==> src/rtl/drive_mode_sequencer_pkg.sv <==
// Shared gear codes, FSM state encoding and reject reasons for the drive
// mode sequencer, vehicle physics block and keypad decoder.
package drive_mode_sequencer_pkg;

  localparam logic [3:0] GEAR_P = 4'd3;
  localparam logic [3:0] GEAR_R = 4'd6;
  localparam logic [3:0] GEAR_N = 4'd9;
  localparam logic [3:0] GEAR_D = 4'd12;

  localparam logic [2:0] REJ_NONE        = 3'd0;
  localparam logic [2:0] REJ_CRANK_PRE   = 3'd1;
  localparam logic [2:0] REJ_CRANK_ABORT = 3'd2;
  localparam logic [2:0] REJ_STOP_PRE    = 3'd3;
  localparam logic [2:0] REJ_BAD_GEAR    = 3'd4;
  localparam logic [2:0] REJ_INTERLOCK   = 3'd5;
  localparam logic [2:0] REJ_STALL       = 3'd6;
  localparam logic [2:0] REJ_BUSY        = 3'd7;

  typedef enum logic [1:0] {
    S_OFF   = 2'd0,
    S_CRANK = 2'd1,
    S_RUN   = 2'd2,
    S_SHIFT = 2'd3
  } state_t;

  function automatic logic gear_ok(input logic [3:0] g);
    return (g == GEAR_P) || (g == GEAR_R) ||
           (g == GEAR_N) || (g == GEAR_D);
  endfunction

  function automatic logic park_or_neutral(input logic [3:0] g);
    return (g == GEAR_P) || (g == GEAR_N);
  endfunction

  function automatic logic rd_swap(input logic [3:0] a,
                                   input logic [3:0] b);
    return ((a == GEAR_R) && (b == GEAR_D)) ||
           ((a == GEAR_D) && (b == GEAR_R));
  endfunction

endpackage

==> src/rtl/drive_mode_sequencer_tick_countdown.sv <==
// Loadable down-counter stepped by a tick pulse; saturates at zero.
// done also fires on the tick that takes the count from 1 to 0.
module tick_countdown #(
  parameter int W = 4
) (
  input  logic         clk,
  input  logic         rst,
  input  logic         load,
  input  logic [W-1:0] load_val,
  input  logic         en,
  output logic         done
);

  logic [W-1:0] count;

  always_ff @(posedge clk or negedge rst) begin
    if (!rst) begin
      count <= '0;
    end else if (load) begin
      count <= load_val;
    end else if (en && (count != '0)) begin
      count <= count - 1'b1;
    end
  end

  assign done = (count == '0) |
                (en & (count == W'(1)));

endmodule

==> src/rtl/drive_mode_sequencer.sv <==
// Engine start/stop and P/R/N/D sequencing with brake, speed and fuel
// interlocks; drives the vehicle physics block.
import drive_mode_sequencer_pkg::*;

module drive_mode_sequencer #(
  parameter int CRANK_TICKS = 2,
  parameter int SHIFT_TICKS = 4
) (
  input  logic       clk,
  input  logic       rst,
  input  logic       tick_1sec,
  input  logic       tick_speed,
  input  logic       btn_start,
  input  logic       gear_req_valid,
  input  logic [3:0] gear_req,
  input  logic       is_brake_normal,
  input  logic       is_brake_hard,
  input  logic [7:0] speed,
  input  logic [7:0] fuel,
  output logic       engine_on,
  output logic [3:0] current_gear,
  output logic       crank_active,
  output logic       shift_busy,
  output logic       req_reject,
  output logic [2:0] reject_code
);

  localparam logic [3:0] CRANK_LD = 4'(CRANK_TICKS);
  localparam logic [3:0] SHIFT_LD = 4'(SHIFT_TICKS);

  state_t     state_q, state_d;
  logic [3:0] gear_d;
  logic [3:0] target_q, target_d;
  logic       rej_d;
  logic [2:0] code_d;
  logic       crank_load, shift_load;
  logic       crank_done, shift_done;
  logic       brake, stopped, dry;

  assign brake   = is_brake_normal | is_brake_hard;
  assign stopped = (speed == 8'd0);
  assign dry     = (fuel == 8'd0);

  tick_countdown #(.W(4)) u_crank_cnt (
    .clk      (clk),
    .rst      (rst),
    .load     (crank_load),
    .load_val (CRANK_LD),
    .en       (tick_1sec & (state_q == S_CRANK)),
    .done     (crank_done)
  );

  tick_countdown #(.W(4)) u_shift_cnt (
    .clk      (clk),
    .rst      (rst),
    .load     (shift_load),
    .load_val (SHIFT_LD),
    .en       (tick_speed & (state_q == S_SHIFT)),
    .done     (shift_done)
  );

  always_comb begin
    state_d    = state_q;
    gear_d     = current_gear;
    target_d   = target_q;
    rej_d      = 1'b0;
    code_d     = reject_code;
    crank_load = 1'b0;
    shift_load = 1'b0;
    unique case (state_q)
      S_OFF: begin
        if (btn_start) begin
          if (brake && park_or_neutral(current_gear) && !dry) begin
            state_d    = S_CRANK;
            crank_load = 1'b1;
            if (gear_req_valid) begin
              rej_d  = 1'b1;
              code_d = REJ_BUSY;
            end
          end else begin
            rej_d  = 1'b1;
            code_d = REJ_CRANK_PRE;
          end
        end else if (gear_req_valid) begin
          rej_d  = 1'b1;
          code_d = REJ_BUSY;
        end
      end
      S_CRANK: begin
        // Releasing the brake aborts even on the completing tick
        if (!brake) begin
          state_d = S_OFF;
          rej_d   = 1'b1;
          code_d  = REJ_CRANK_ABORT;
        end else begin
          if (crank_done) state_d = S_RUN;
          if (btn_start || gear_req_valid) begin
            rej_d  = 1'b1;
            code_d = REJ_BUSY;
          end
        end
      end
      S_RUN: begin
        if (dry) begin
          state_d = S_OFF;
          rej_d   = 1'b1;
          code_d  = REJ_STALL;
        end else if (btn_start) begin
          if (stopped && park_or_neutral(current_gear)) begin
            state_d = S_OFF;
            if (gear_req_valid) begin
              rej_d  = 1'b1;
              code_d = REJ_BUSY;
            end
          end else begin
            rej_d  = 1'b1;
            code_d = REJ_STOP_PRE;
          end
        end else if (gear_req_valid) begin
          if (!gear_ok(gear_req)) begin
            rej_d  = 1'b1;
            code_d = REJ_BAD_GEAR;
          end else if (gear_req != current_gear) begin
            if (current_gear == GEAR_P && !brake) begin
              rej_d  = 1'b1;
              code_d = REJ_INTERLOCK;
            end else if (!stopped &&
                         ((gear_req == GEAR_P) ||
                          rd_swap(current_gear, gear_req))) begin
              rej_d  = 1'b1;
              code_d = REJ_INTERLOCK;
            end else begin
              target_d   = gear_req;
              gear_d     = GEAR_N;
              shift_load = 1'b1;
              state_d    = S_SHIFT;
            end
          end
        end
      end
      S_SHIFT: begin
        if (dry) begin
          state_d = S_OFF;
          gear_d  = GEAR_N;
          rej_d   = 1'b1;
          code_d  = REJ_STALL;
        end else begin
          if (shift_done) begin
            state_d = S_RUN;
            gear_d  = target_q;
          end
          if (btn_start || gear_req_valid) begin
            rej_d  = 1'b1;
            code_d = REJ_BUSY;
          end
        end
      end
    endcase
  end

  always_ff @(posedge clk or negedge rst) begin
    if (!rst) begin
      state_q      <= S_OFF;
      target_q     <= GEAR_P;
      engine_on    <= 1'b0;
      current_gear <= GEAR_P;
      crank_active <= 1'b0;
      shift_busy   <= 1'b0;
      req_reject   <= 1'b0;
      reject_code  <= REJ_NONE;
    end else begin
      state_q      <= state_d;
      target_q     <= target_d;
      engine_on    <= (state_d == S_RUN) ||
                      (state_d == S_SHIFT);
      current_gear <= gear_d;
      crank_active <= (state_d == S_CRANK);
      shift_busy   <= (state_d == S_SHIFT);
      req_reject   <= rej_d;
      reject_code  <= code_d;
    end
  end

endmodule

==> config.mk <==
export PLATFORM = sky130hd
export DESIGN_NAME = drive_mode_sequencer
export DESIGN_NICKNAME = d
export VERILOG_FILES = /design/src/rtl/drive_mode_sequencer_pkg.sv /design/src/rtl/drive_mode_sequencer_tick_countdown.sv /design/src/rtl/drive_mode_sequencer.sv
export SDC_FILE = /design/constraint.sdc
export NUM_CORES = 1
export LEC_CHECK = 0
export CAP_MARGIN = 20
export CORE_ASPECT_RATIO = 0.75
export CORE_MARGIN = 3
export CORE_UTILIZATION = 51
export DETAILED_ROUTE_END_ITERATION = 12
export GPL_TIMING_DRIVEN = 0
export HOLD_SLACK_MARGIN = 0.12
export PLACE_DENSITY_LB_ADDON = 0.05
export REMOVE_ABC_BUFFERS = 1
export SLEW_MARGIN = 40
export SYNTH_ARGS = -nofsm -noshare
export SYNTH_HDL_FRONTEND = slang
export SYNTH_SLANG_ARGS = --single-unit
==> constraint.sdc <==
create_clock -name clk -period 4 [get_ports clk]
set_clock_uncertainty 0.15 [all_clocks]
set_input_delay 0.6 -clock clk [delete_from_list [all_inputs] [get_ports clk]]
set_output_delay 0.6 -clock clk [all_outputs]
set_load 0.05 [all_outputs]
==> results.sh <==
export IMPL_status="finished, final reports clean"
export IMPL_rsz0062_at_grt="no"
export IMPL_globalplace_congestion=0.9134
export IMPL_cp_required_ns=4.01
export IMPL_drt_iter0_drc=169
export IMPL_max_freq_mhz=381.4
export IMPL_max_slew_margin=0.5708
export IMPL_yosys_top_cells_area="dfrtp_1, dfstp_2, nor2_1, nand2_1, xnor2_1"
export IMPL_synth_top_area_frac=0.3093
export IMPL_path_cells="clkdlybuf4s50_1, nand2b_1, a21oi_1, o221ai_1, nand2_1, nor2_4, mux2_2"
export IMPL_via_per_inst=6.115
export IMPL_drive_above_1_share=0.09865
export IMPL_setup_viol=0
export IMPL_postSynthAreaPerCell_um2=9.086
export IMPL_cts_path_max_buffers=2
export IMPL_grt_overflow=0
export IMPL_postLayoutCoreUtil=0.7002
export IMPL_synthesis_area_um2=1699
export IMPL_synth_edf_count=0
export IMPL_syn_instance_count=187
export IMPL_antenna_found_initial=0
export IMPL_numPortBuffers=38
export IMPL_cp_slowest_cell="clkdlybuf4s50_1"
export IMPL_antennaDiodeCount=0
export IMPL_instances_no_fill=261
export IMPL_cts_sinks=25
export IMPL_synth_common_cells="dfrtp_1, nor2_1, nand2_1, a21oi_1, o21ai_0"
export IMPL_fin_ws_ns=1.378
export IMPL_p_leak_nw=0.8691
export IMPL_final_setup_tns_ns=0
export IMPL_first_pass_iters=4
export IMPL_synthArstFlopShare=1.000
export IMPL_ys_ff_latch=25
export IMPL_yosysWarnings=0
export IMPL_die_h_um=55.99
export IMPL_clkTransAtPathRegs_ns=0.09
export IMPL_std_cell_rows=17
export IMPL_cts_resized=0
export IMPL_cp_start_kind="primary input"
export IMPL_hold_class="in2async"
export IMPL_cts_root_buf="clkbuf_8"
export IMPL_fin_crit_ns=2.622
export IMPL_ant_nets=0
export IMPL_fin_crit_sh=0.6555
export IMPL_critPathArrivalTime_ns=2.63
export IMPL_post_cts_setup_buffer_count=0
export IMPL_drc=0
export IMPL_hpwlAfterDp_mm=3.208
export IMPL_yosysUniqueCellTypes=55
export IMPL_coreArea_um2=3063
export IMPL_worstPathMaxFanout=9
export IMPL_synth_ff_type="dfrtp_1"
export IMPL_critPathMaxStageDelay_ns=0.58
export IMPL_grt_usage=0.2224
export IMPL_hold_violations=0
export IMPL_worst_pin_slew_ns=0.6438
export IMPL_yosysTopAreaCell="dfrtp_1"
export IMPL_nets=256
export IMPL_io_pins=39
export IMPL_vdd_ir_drop_max_mv=0.4297
export IMPL_synth_most_common_cell="dfrtp_1"
export IMPL_end_kind="register"
export IMPL_wl_mm=4.237
export IMPL_path_class="in2reg"
export IMPL_numCtsBuffers=3
export IMPL_grt_pass1_vias=1598
export IMPL_num_vias=1596
export IMPL_die_w_um=72.65
export IMPL_cts_hold_buf=0
export IMPL_drv_cap=0
export IMPL_ys_seq_area_frac=0.3711
export IMPL_grt_start_max_net_pins=26
export IMPL_h_tree_depth=1
export IMPL_syn_to_final_growth_pct=26.22
export IMPL_drv_slew=0
export IMPL_post_drt_wl_per_cell_um=16.23
export IMPL_start_util=0.5547
export IMPL_cts_tree="done"
export IMPL_power_mw=1.381
export IMPL_dp_cells=257
export IMPL_pre_cts_slack_ns=1.099
export IMPL_p_per_area_nw_per_um2=643.7
export IMPL_die_area_um2=4067
export IMPL_clkLatencyLatePin_ns=0.27
export IMPL_grt_pass1_wl_mm=7.251
==> sequential cells by signal (all words and copies together) (netlist names) <==
name / flops
u_shift_cnt.count: 4
state_q: 2
current_gear: 4
shift_busy: 1
u_crank_cnt.count: 4
req_reject: 1
engine_on: 1
target_q: 4
reject_code: 3
crank_active: 1
==> power breakdown <==
part | switching, mW | total, mW | internal [mW]
clock | 0.0770 | 0.148 | 0.0712
combinational | 0.426 | 0.725 | 0.299
sequential | 0.136 | 0.507 | 0.372
==> routing by layer <==
metal	vias up	wire, um	GRT usage
li1	761	-	-
met1	756	1906	0.2971
met2	73	1986	0.3753
met3	6	306	0.04152
met4	0	38	0.04211
met5	-	0	0
==> stage by stage <==
step | cell area, um2 | hold slack (ns)
global route | 2145 | 0.1860
detailed placement | 2100 | 0.3048
CTS | 2145 | 0.1757
finish | 2145 | 0.1577
floorplan | 1677 | 0.1544
global placement | 2105 | 0.2911
==> cell usage in the layout, fill, tap and decap left out, drive strengths merged, types with 3 or more instances in the layout <==
| cell type | instances |
|---|---|
| dfrtp | 21 |
| clkbuf | 4 |
| clkdlybuf4s50 | 37 |
| a21oi | 11 |
| xor2 | 5 |
| o21ai | 11 |
| xnor2 | 8 |
| nor4 | 4 |
| nand2 | 19 |
| or3 | 3 |
| o31ai | 3 |
| nor2 | 23 |
| nand2b | 4 |
| mux2 | 4 |
| inv | 6 |
| nand3 | 4 |
| dfstp | 4 |
| ha | 4 |
| nor3 | 6 |
==> critical path, delay by kind of cell <==
kind	cells	cell delay [ns]
AOI/OAI and AO/OA	2	0.46
muxes	1	0.38
buffers and inverters	1	0.58
and+or+nand+nor	3	0.62
==> cell type report <==
class | count | area, um2
Fill cell | 235 | 918.4
Multi-Input combinational cell | 150 | 1023
Timing Repair Buffer | 38 | 375.4
Clock buffer | 4 | 45.04
Inverter | 6 | 22.52
Sequential cell | 25 | 630.6
Tap cell | 38 | 47.55
==> final timing paths <==
path	startpoint	end	slack (ns)	depth (start not counted)
max in group asynchronous	rst	target_q[1]$_DFFE_PN1P_	3.18	1
min reg2reg	target_q[1]$_DFFE_PN1P_	current_gear[1]$_DFFE_PN1P_	0.32	2
min	rst	u_shift_cnt.count[2]$_DFFE_PN0P_	0.16	1
max reg2reg	current_gear[3]$_DFFE_PN0P_	target_q[2]$_DFFE_PN0P_	1.71	6
min in group clk	target_q[1]$_DFFE_PN1P_	current_gear[1]$_DFFE_PN1P_	0.32	2
max	gear_req[2]	target_q[2]$_DFFE_PN0P_	1.38	7
==> cell families after synthesis <==
| group | count (synthesis) | synth area share |
|---|---|---|
| buf+inv | 12 | 0.02651 |
| xor+xnor | 13 | 0.06701 |
| fa+ha+maj | 4 | 0.02946 |
| flops | 25 | 0.3711 |
| simple gates | 77 | 0.2541 |
| mux | 4 | 0.02651 |
| compound gates | 52 | 0.2253 |
Note: power is estimated with default switching activity, not from simulation.
